`config.mk`:
```
export PLATFORM = sky130hd
export DESIGN_NAME = swervolf_mem_arb
export DESIGN_NICKNAME = d
export VERILOG_FILES = /design/src/rtl/swervolf_mem_arb.sv
export SDC_FILE = /design/constraint.sdc
export NUM_CORES = 1
export LEC_CHECK = 0
export ABC_AREA = 1
export CAP_MARGIN = 20
export CORE_AREA = 10 10 302 304
export DETAILED_ROUTE_END_ITERATION = 7
export DIE_AREA = 0 0 312 314
export DONT_BUFFER_PORTS = 1
export GPL_TIMING_DRIVEN = 0
export MAX_ROUTING_LAYER = met4
export PLACE_DENSITY = 0.3
export SYNTH_ARGS = -nofsm -noshare
export SYNTH_HDL_FRONTEND = slang
export SYNTH_SLANG_ARGS = --single-unit
```
`constraint.sdc`:
```
create_clock -name clk -period 2.4 [get_ports clk]
set_input_delay 0.48 -clock clk [delete_from_list [all_inputs] [get_ports clk]]
set_output_delay 0.48 -clock clk [all_outputs]
set_load 0.05 [all_outputs]
```
`src/rtl/swervolf_mem_arb.sv`:
```
// Two-master to one-slave AXI4 arbiter for the DDR port.
// Read and write paths have independent round-robin FSMs, with one burst in flight per path.
module swervolf_mem_arb #(
    parameter int ID_WIDTH   = 6,
    parameter int ADDR_WIDTH = 32,
    parameter int DATA_WIDTH = 64
) (
    input  logic                    clk,
    input  logic                    rst,
    input  logic                    i_init_done,
    // master 0
    input  logic [ID_WIDTH-1:0]     i_m0_awid,
    input  logic [ADDR_WIDTH-1:0]   i_m0_awaddr,
    input  logic [7:0]              i_m0_awlen,
    input  logic [2:0]              i_m0_awsize,
    input  logic [1:0]              i_m0_awburst,
    input  logic                    i_m0_awvalid,
    output logic                    o_m0_awready,
    input  logic [DATA_WIDTH-1:0]   i_m0_wdata,
    input  logic [DATA_WIDTH/8-1:0] i_m0_wstrb,
    input  logic                    i_m0_wlast,
    input  logic                    i_m0_wvalid,
    output logic                    o_m0_wready,
    output logic [ID_WIDTH-1:0]     o_m0_bid,
    output logic [1:0]              o_m0_bresp,
    output logic                    o_m0_bvalid,
    input  logic                    i_m0_bready,
    input  logic [ID_WIDTH-1:0]     i_m0_arid,
    input  logic [ADDR_WIDTH-1:0]   i_m0_araddr,
    input  logic [7:0]              i_m0_arlen,
    input  logic [2:0]              i_m0_arsize,
    input  logic [1:0]              i_m0_arburst,
    input  logic                    i_m0_arvalid,
    output logic                    o_m0_arready,
    output logic [ID_WIDTH-1:0]     o_m0_rid,
    output logic [DATA_WIDTH-1:0]   o_m0_rdata,
    output logic [1:0]              o_m0_rresp,
    output logic                    o_m0_rlast,
    output logic                    o_m0_rvalid,
    input  logic                    i_m0_rready,
    // master 1
    input  logic [ID_WIDTH-1:0]     i_m1_awid,
    input  logic [ADDR_WIDTH-1:0]   i_m1_awaddr,
    input  logic [7:0]              i_m1_awlen,
    input  logic [2:0]              i_m1_awsize,
    input  logic [1:0]              i_m1_awburst,
    input  logic                    i_m1_awvalid,
    output logic                    o_m1_awready,
    input  logic [DATA_WIDTH-1:0]   i_m1_wdata,
    input  logic [DATA_WIDTH/8-1:0] i_m1_wstrb,
    input  logic                    i_m1_wlast,
    input  logic                    i_m1_wvalid,
    output logic                    o_m1_wready,
    output logic [ID_WIDTH-1:0]     o_m1_bid,
    output logic [1:0]              o_m1_bresp,
    output logic                    o_m1_bvalid,
    input  logic                    i_m1_bready,
    input  logic [ID_WIDTH-1:0]     i_m1_arid,
    input  logic [ADDR_WIDTH-1:0]   i_m1_araddr,
    input  logic [7:0]              i_m1_arlen,
    input  logic [2:0]              i_m1_arsize,
    input  logic [1:0]              i_m1_arburst,
    input  logic                    i_m1_arvalid,
    output logic                    o_m1_arready,
    output logic [ID_WIDTH-1:0]     o_m1_rid,
    output logic [DATA_WIDTH-1:0]   o_m1_rdata,
    output logic [1:0]              o_m1_rresp,
    output logic                    o_m1_rlast,
    output logic                    o_m1_rvalid,
    input  logic                    i_m1_rready,
    // slave
    output logic [ID_WIDTH-1:0]     o_awid,
    output logic [ADDR_WIDTH-1:0]   o_awaddr,
    output logic [7:0]              o_awlen,
    output logic [2:0]              o_awsize,
    output logic [1:0]              o_awburst,
    output logic                    o_awvalid,
    input  logic                    i_awready,
    output logic [DATA_WIDTH-1:0]   o_wdata,
    output logic [DATA_WIDTH/8-1:0] o_wstrb,
    output logic                    o_wlast,
    output logic                    o_wvalid,
    input  logic                    i_wready,
    input  logic [ID_WIDTH-1:0]     i_bid,
    input  logic [1:0]              i_bresp,
    input  logic                    i_bvalid,
    output logic                    o_bready,
    output logic [ID_WIDTH-1:0]     o_arid,
    output logic [ADDR_WIDTH-1:0]   o_araddr,
    output logic [7:0]              o_arlen,
    output logic [2:0]              o_arsize,
    output logic [1:0]              o_arburst,
    output logic                    o_arvalid,
    input  logic                    i_arready,
    input  logic [ID_WIDTH-1:0]     i_rid,
    input  logic [DATA_WIDTH-1:0]   i_rdata,
    input  logic [1:0]              i_rresp,
    input  logic                    i_rlast,
    input  logic                    i_rvalid,
    output logic                    o_rready,
    output logic [1:0]              o_rgnt,
    output logic [1:0]              o_wgnt
);

    typedef enum logic [1:0] {R_IDLE, R_ADDR, R_DATA} rstate_t;
    typedef enum logic [1:0] {W_IDLE, W_ADDR, W_DATA, W_RESP} wstate_t;

    rstate_t r_rstate, w_rstate_nxt;
    wstate_t r_wstate, w_wstate_nxt;
    logic    r_rsel, w_rsel_nxt, r_rptr, w_rptr_nxt;
    logic    r_wsel, w_wsel_nxt, r_wptr, w_wptr_nxt;

    logic w_arv_sel, w_rready_sel, w_awv_sel, w_wv_sel, w_wlast_sel, w_bready_sel;
    logic w_r_addr, w_r_data, w_w_addr, w_w_data, w_w_resp;
    logic w_rmux, w_wmux;

    always_ff @(posedge clk) begin
        if (rst) begin
            r_rstate <= R_IDLE;
            r_rsel   <= 1'b0;
            r_rptr   <= 1'b1;
            r_wstate <= W_IDLE;
            r_wsel   <= 1'b0;
            r_wptr   <= 1'b1;
        end else begin
            r_rstate <= w_rstate_nxt;
            r_rsel   <= w_rsel_nxt;
            r_rptr   <= w_rptr_nxt;
            r_wstate <= w_wstate_nxt;
            r_wsel   <= w_wsel_nxt;
            r_wptr   <= w_wptr_nxt;
        end
    end

    assign w_arv_sel    = r_rsel ? i_m1_arvalid : i_m0_arvalid;
    assign w_rready_sel = r_rsel ? i_m1_rready  : i_m0_rready;
    assign w_awv_sel    = r_wsel ? i_m1_awvalid : i_m0_awvalid;
    assign w_wv_sel     = r_wsel ? i_m1_wvalid  : i_m0_wvalid;
    assign w_wlast_sel  = r_wsel ? i_m1_wlast   : i_m0_wlast;
    assign w_bready_sel = r_wsel ? i_m1_bready  : i_m0_bready;

    // Tie goes to the master that was not granted last; a lone requester always wins.
    always_comb begin
        w_rstate_nxt = r_rstate;
        w_rsel_nxt   = r_rsel;
        w_rptr_nxt   = r_rptr;
        case (r_rstate)
            R_IDLE: if (i_init_done && (i_m0_arvalid || i_m1_arvalid)) begin
                w_rstate_nxt = R_ADDR;
                w_rsel_nxt   = (i_m0_arvalid && i_m1_arvalid) ? ~r_rptr : i_m1_arvalid;
            end
            R_ADDR: if (w_arv_sel && i_arready) w_rstate_nxt = R_DATA;
            R_DATA: if (i_rvalid && w_rready_sel && i_rlast) begin
                w_rstate_nxt = R_IDLE;
                w_rptr_nxt   = r_rsel;
            end
            default: w_rstate_nxt = R_IDLE;
        endcase
    end

    always_comb begin
        w_wstate_nxt = r_wstate;
        w_wsel_nxt   = r_wsel;
        w_wptr_nxt   = r_wptr;
        case (r_wstate)
            W_IDLE: if (i_init_done && (i_m0_awvalid || i_m1_awvalid)) begin
                w_wstate_nxt = W_ADDR;
                w_wsel_nxt   = (i_m0_awvalid && i_m1_awvalid) ? ~r_wptr : i_m1_awvalid;
            end
            W_ADDR: if (w_awv_sel && i_awready) w_wstate_nxt = W_DATA;
            W_DATA: if (w_wv_sel && i_wready && w_wlast_sel) w_wstate_nxt = W_RESP;
            W_RESP: if (i_bvalid && w_bready_sel) begin
                w_wstate_nxt = W_IDLE;
                w_wptr_nxt   = r_wsel;
            end
            default: w_wstate_nxt = W_IDLE;
        endcase
    end

    assign w_r_addr = (r_rstate == R_ADDR);
    assign w_r_data = (r_rstate == R_DATA);
    assign w_w_addr = (r_wstate == W_ADDR);
    assign w_w_data = (r_wstate == W_DATA);
    assign w_w_resp = (r_wstate == W_RESP);

    assign o_rgnt = (r_rstate == R_IDLE) ? 2'b00 : (r_rsel ? 2'b10 : 2'b01);
    assign o_wgnt = (r_wstate == W_IDLE) ? 2'b00 : (r_wsel ? 2'b10 : 2'b01);

    // Payload muxes fall back to master 0 whenever master 1 does not hold the grant.
    assign w_rmux = o_rgnt[1];
    assign w_wmux = o_wgnt[1];

    assign o_arid    = w_rmux ? i_m1_arid    : i_m0_arid;
    assign o_araddr  = w_rmux ? i_m1_araddr  : i_m0_araddr;
    assign o_arlen   = w_rmux ? i_m1_arlen   : i_m0_arlen;
    assign o_arsize  = w_rmux ? i_m1_arsize  : i_m0_arsize;
    assign o_arburst = w_rmux ? i_m1_arburst : i_m0_arburst;
    assign o_arvalid = w_r_addr & w_arv_sel;
    assign o_m0_arready = w_r_addr & ~r_rsel & i_arready;
    assign o_m1_arready = w_r_addr &  r_rsel & i_arready;

    assign o_rready    = w_r_data & w_rready_sel;
    assign o_m0_rvalid = w_r_data & ~r_rsel & i_rvalid;
    assign o_m1_rvalid = w_r_data &  r_rsel & i_rvalid;
    assign o_m0_rid    = i_rid;
    assign o_m1_rid    = i_rid;
    assign o_m0_rdata  = i_rdata;
    assign o_m1_rdata  = i_rdata;
    assign o_m0_rresp  = i_rresp;
    assign o_m1_rresp  = i_rresp;
    assign o_m0_rlast  = i_rlast;
    assign o_m1_rlast  = i_rlast;

    assign o_awid    = w_wmux ? i_m1_awid    : i_m0_awid;
    assign o_awaddr  = w_wmux ? i_m1_awaddr  : i_m0_awaddr;
    assign o_awlen   = w_wmux ? i_m1_awlen   : i_m0_awlen;
    assign o_awsize  = w_wmux ? i_m1_awsize  : i_m0_awsize;
    assign o_awburst = w_wmux ? i_m1_awburst : i_m0_awburst;
    assign o_awvalid = w_w_addr & w_awv_sel;
    assign o_m0_awready = w_w_addr & ~r_wsel & i_awready;
    assign o_m1_awready = w_w_addr &  r_wsel & i_awready;

    assign o_wdata  = w_wmux ? i_m1_wdata : i_m0_wdata;
    assign o_wstrb  = w_wmux ? i_m1_wstrb : i_m0_wstrb;
    assign o_wlast  = w_wmux ? i_m1_wlast : i_m0_wlast;
    assign o_wvalid = w_w_data & w_wv_sel;
    assign o_m0_wready = w_w_data & ~r_wsel & i_wready;
    assign o_m1_wready = w_w_data &  r_wsel & i_wready;

    assign o_bready    = w_w_resp & w_bready_sel;
    assign o_m0_bvalid = w_w_resp & ~r_wsel & i_bvalid;
    assign o_m1_bvalid = w_w_resp &  r_wsel & i_bvalid;
    assign o_m0_bid    = i_bid;
    assign o_m1_bid    = i_bid;
    assign o_m0_bresp  = i_bresp;
    assign o_m1_bresp  = i_bresp;

endmodule

```
==> flow_summary.json <==
{
  "finalWorstPathRequiredPeriod_ns": 2.32,
  "io_pins": 805,
  "grt_pass1_vias": 6056,
  "antenna_found_initial": 6,
  "hold_viol": 0,
  "fin_area_mm2": 0.00892,
  "relSlewSlack": 0.361,
  "clk_path_buf_depth": 2,
  "die-height_um": 314,
  "synth_top_area_share": 0.503,
  "hold_buffers": 0,
  "max_stage_delay_ns": 0.36,
  "power_mw": 6.64,
  "cp.arrival_ns": 1.84,
  "crit_type": "flip-flop to output pin",
  "clk_latency_ns": 0.27,
  "setup_viol": 0,
  "clock_skew_ns": 0.0201,
  "power_density_mw_per_mm2": 745,
  "synth_nets": 1296,
  "ys_types": 22,
  "rsz0062_at_grt": "true",
  "place.gp.congestion": 0.839,
  "via_count": 5491,
  "tightest_slew_ns": 0.954,
  "nets": 1338,
  "grt_overflow": 0,
  "netlist_area_mm2": 0.00408,
  "worst_setup_path_start_kind": "flip-flop",
  "r2r.worst_path.cells": 11,
  "drt_first_pass_iters": 5,
  "fillCellCount": 9893,
  "wl_per_cell_um": 21.2,
  "required_ns": 1.92,
  "coreArea_mm2": 0.0849,
  "finalCritPeriodShare": 0.966,
  "clock-sinks": 8,
  "min_to": "r_rstate[1]",
  "synth-seq-cells": 8,
  "min_from": "rst",
  "hpwlAfterDp_mm": 36.3,
  "cts_tree": "yes",
  "ff2ff_setup_slack_ns": 0.64,
  "ys_top_cells_by_count": "nand2_1 (547), buf_4 (168), buf_2 (30)",
  "dr.first_iter.drc_count": 282,
  "synth_top_flop_cell": "dfxtp_1",
  "p_leak_nw": 3.68,
  "hold_path.class": "input port to flip-flop",
  "netlist_instances": 843,
  "rr_endpoint": "r_wstate[0]",
  "area_growth_syn_to_layout_pct": 119,
  "yosysMostFrequentCell": "nand2_1",
  "grt_pass1_wl_mm": 54.3,
  "peakVddDrop_mv": 0.308,
  "avgSynthCellArea_um2": 4.84,
  "synth-edff-count": 0,
  "async_reset_ff_frac": 0,
  "ys_seq_area_frac": 0.0393,
  "grt_max_degree": 11,
  "placed_area_mm2": 0.00561,
  "crit_chain": "inv_4 -> ha_4 -> nor2_8 -> buf_12 -> inv_16 -> buf_16 -> clkbuf_16 -> nand2_2 -> nand2_8",
  "worstPathMaxFanout": 8,
  "fmax_mhz": 432,
  "cp_top_family": "buffers and inverters",
  "drive_gt1_frac": 0.652,
  "die_x_um": 312,
  "dieArea_mm2": 0.0980,
  "track_usage": 0.0809,
  "numCtsBuffers": 3,
  "synth_warnings": 0,
  "viasPerCell": 2.70,
  "root_buffer": "clkbuf_16",
  "initial_core_util": 0.0481,
  "cp_num_buf_inv": 5,
  "timing.hold.ws_ns": 0.295,
  "drv_cap": 0,
  "slowest_stage": "dfxtp_4",
  "row_count": 107,
  "path_clk_slew_ns": 0.06,
  "yosys.area.top_type": "nand2_1",
  "drc_errors": 0,
  "cts-htree-levels": 1,
  "timing.rr.start": "r_wsel",
  "detail-route-antenna-nets": 0,
  "drt-total-wl_mm": 43.0,
  "numPortBuffers": 0,
  "synth.area.top_cells": "nand2_1 (50%), buf_4 (31%), dfxtp_1 (3.9%)",
  "end_kind": "output pin",
  "seq_area_um2": 165,
  "post-route-util": 0.105,
  "fin_tns_setup_ns": 0,
  "drv_slew": 0,
  "whs_path_depth": 1,
  "status": "finished, final reports clean",
  "multi_input_area_mm2": 0.00473
}
layout make-up:
| type | count | area share |
|---|---|---|
| flip-flops and latches | 8 | 0.0185 |
| clock buffers | 3 | 0.00842 |
| diodes | 3 | 0.000842 |
| inverters | 26 | 0.0139 |
| well taps | 1144 | 0.160 |
| repair buffers | 38 | 0.0762 |
| multi-input cells | 609 | 0.530 |
| plain buffers | 199 | 0.191 |
power breakdown:
group	internal [mW]	total [mW]	switching [mW]
Sequential	0.166	0.190	0.0240
Clock	0.219	0.342	0.123
Combinational	1.66	6.11	4.45
Total	2.04	6.64	4.60
registers in the layout, summed over array words and instances, names as in the netlist:
signal and cells:
r_wptr 1, r_rptr 1, r_wsel 1, r_wstate 2
r_rstate 2, r_rsel 1
layer usage:
layer  GRT usage  part of all wire  up-vias
met3      0.0280             0.089       18
met5           -                 0        -
li1            -                 -     2460
met1       0.100              0.42     2601
met4     0.00674            0.0070        0
met2       0.131              0.49      412
worst reg2reg max path: cells and delay by family (launching register included):
family	cells	cell delay [ns]
simple gates	8	0.99
buf+inv	3	0.37
flops	1	0.32
logic make-up after synthesis:
| kind of cell | after synthesis | share of synthesized area |
|---|---|---|
| flops | 8 | 0.0393 |
| compound gates | 19 | 0.0255 |
| fa+ha+maj | 4 | 0.0123 |
| buf+inv | 227 | 0.374 |
| simple gates | 585 | 0.550 |
layout by cell type, fill, tap and decap left out, drive strengths merged, types with 3 or more instances in the layout:
cell and instances:
nand2 547, buf 227, inv 26, nor2 23, clkbuf 13, o21ai 10
nor3 8, dfxtp 8, nand3 6, a21oi 6, ha 4, diode 3
through the flow:
| stage | instances | setup slack, ns |
|---|---|---|
| 2_1_floorplan | 843 | 0.208 |
| 3_3_place_gp | 1987 | -1.30 |
| 3_5_place_dp | 1991 | -0.883 |
| 4_1_cts | 2025 | -0.165 |
| 5_1_grt | 2029 | -0.0335 |
| 6_report | 2030 | 0.0826 |
what timing repair did:
item,4_1_cts,5_1_grt
pin swaps,79,37
setup endpoints to repair,181,167
gates resized for setup,582,101
setup buffers,19,5
gates cloned,13,3
how the worst max path moves through the flow:
stage,cells after the start,endpoint,slack [ns],from
after global placement,7,o_wdata[8],-1.30,r_wstate[0]
after detailed placement,7,o_wdata[8],-0.88,r_wstate[0]
after floorplan,4,o_m0_wready,0.21,r_wstate[0]
after CTS,10,o_wdata[37],-0.16,r_wstate[1]
after global routing,9,o_wdata[42],-0.03,r_wstate[0]
final,9,o_wdata[42],0.08,r_wstate[1]
No activity file was read; power rests on OpenSTA's default activity.
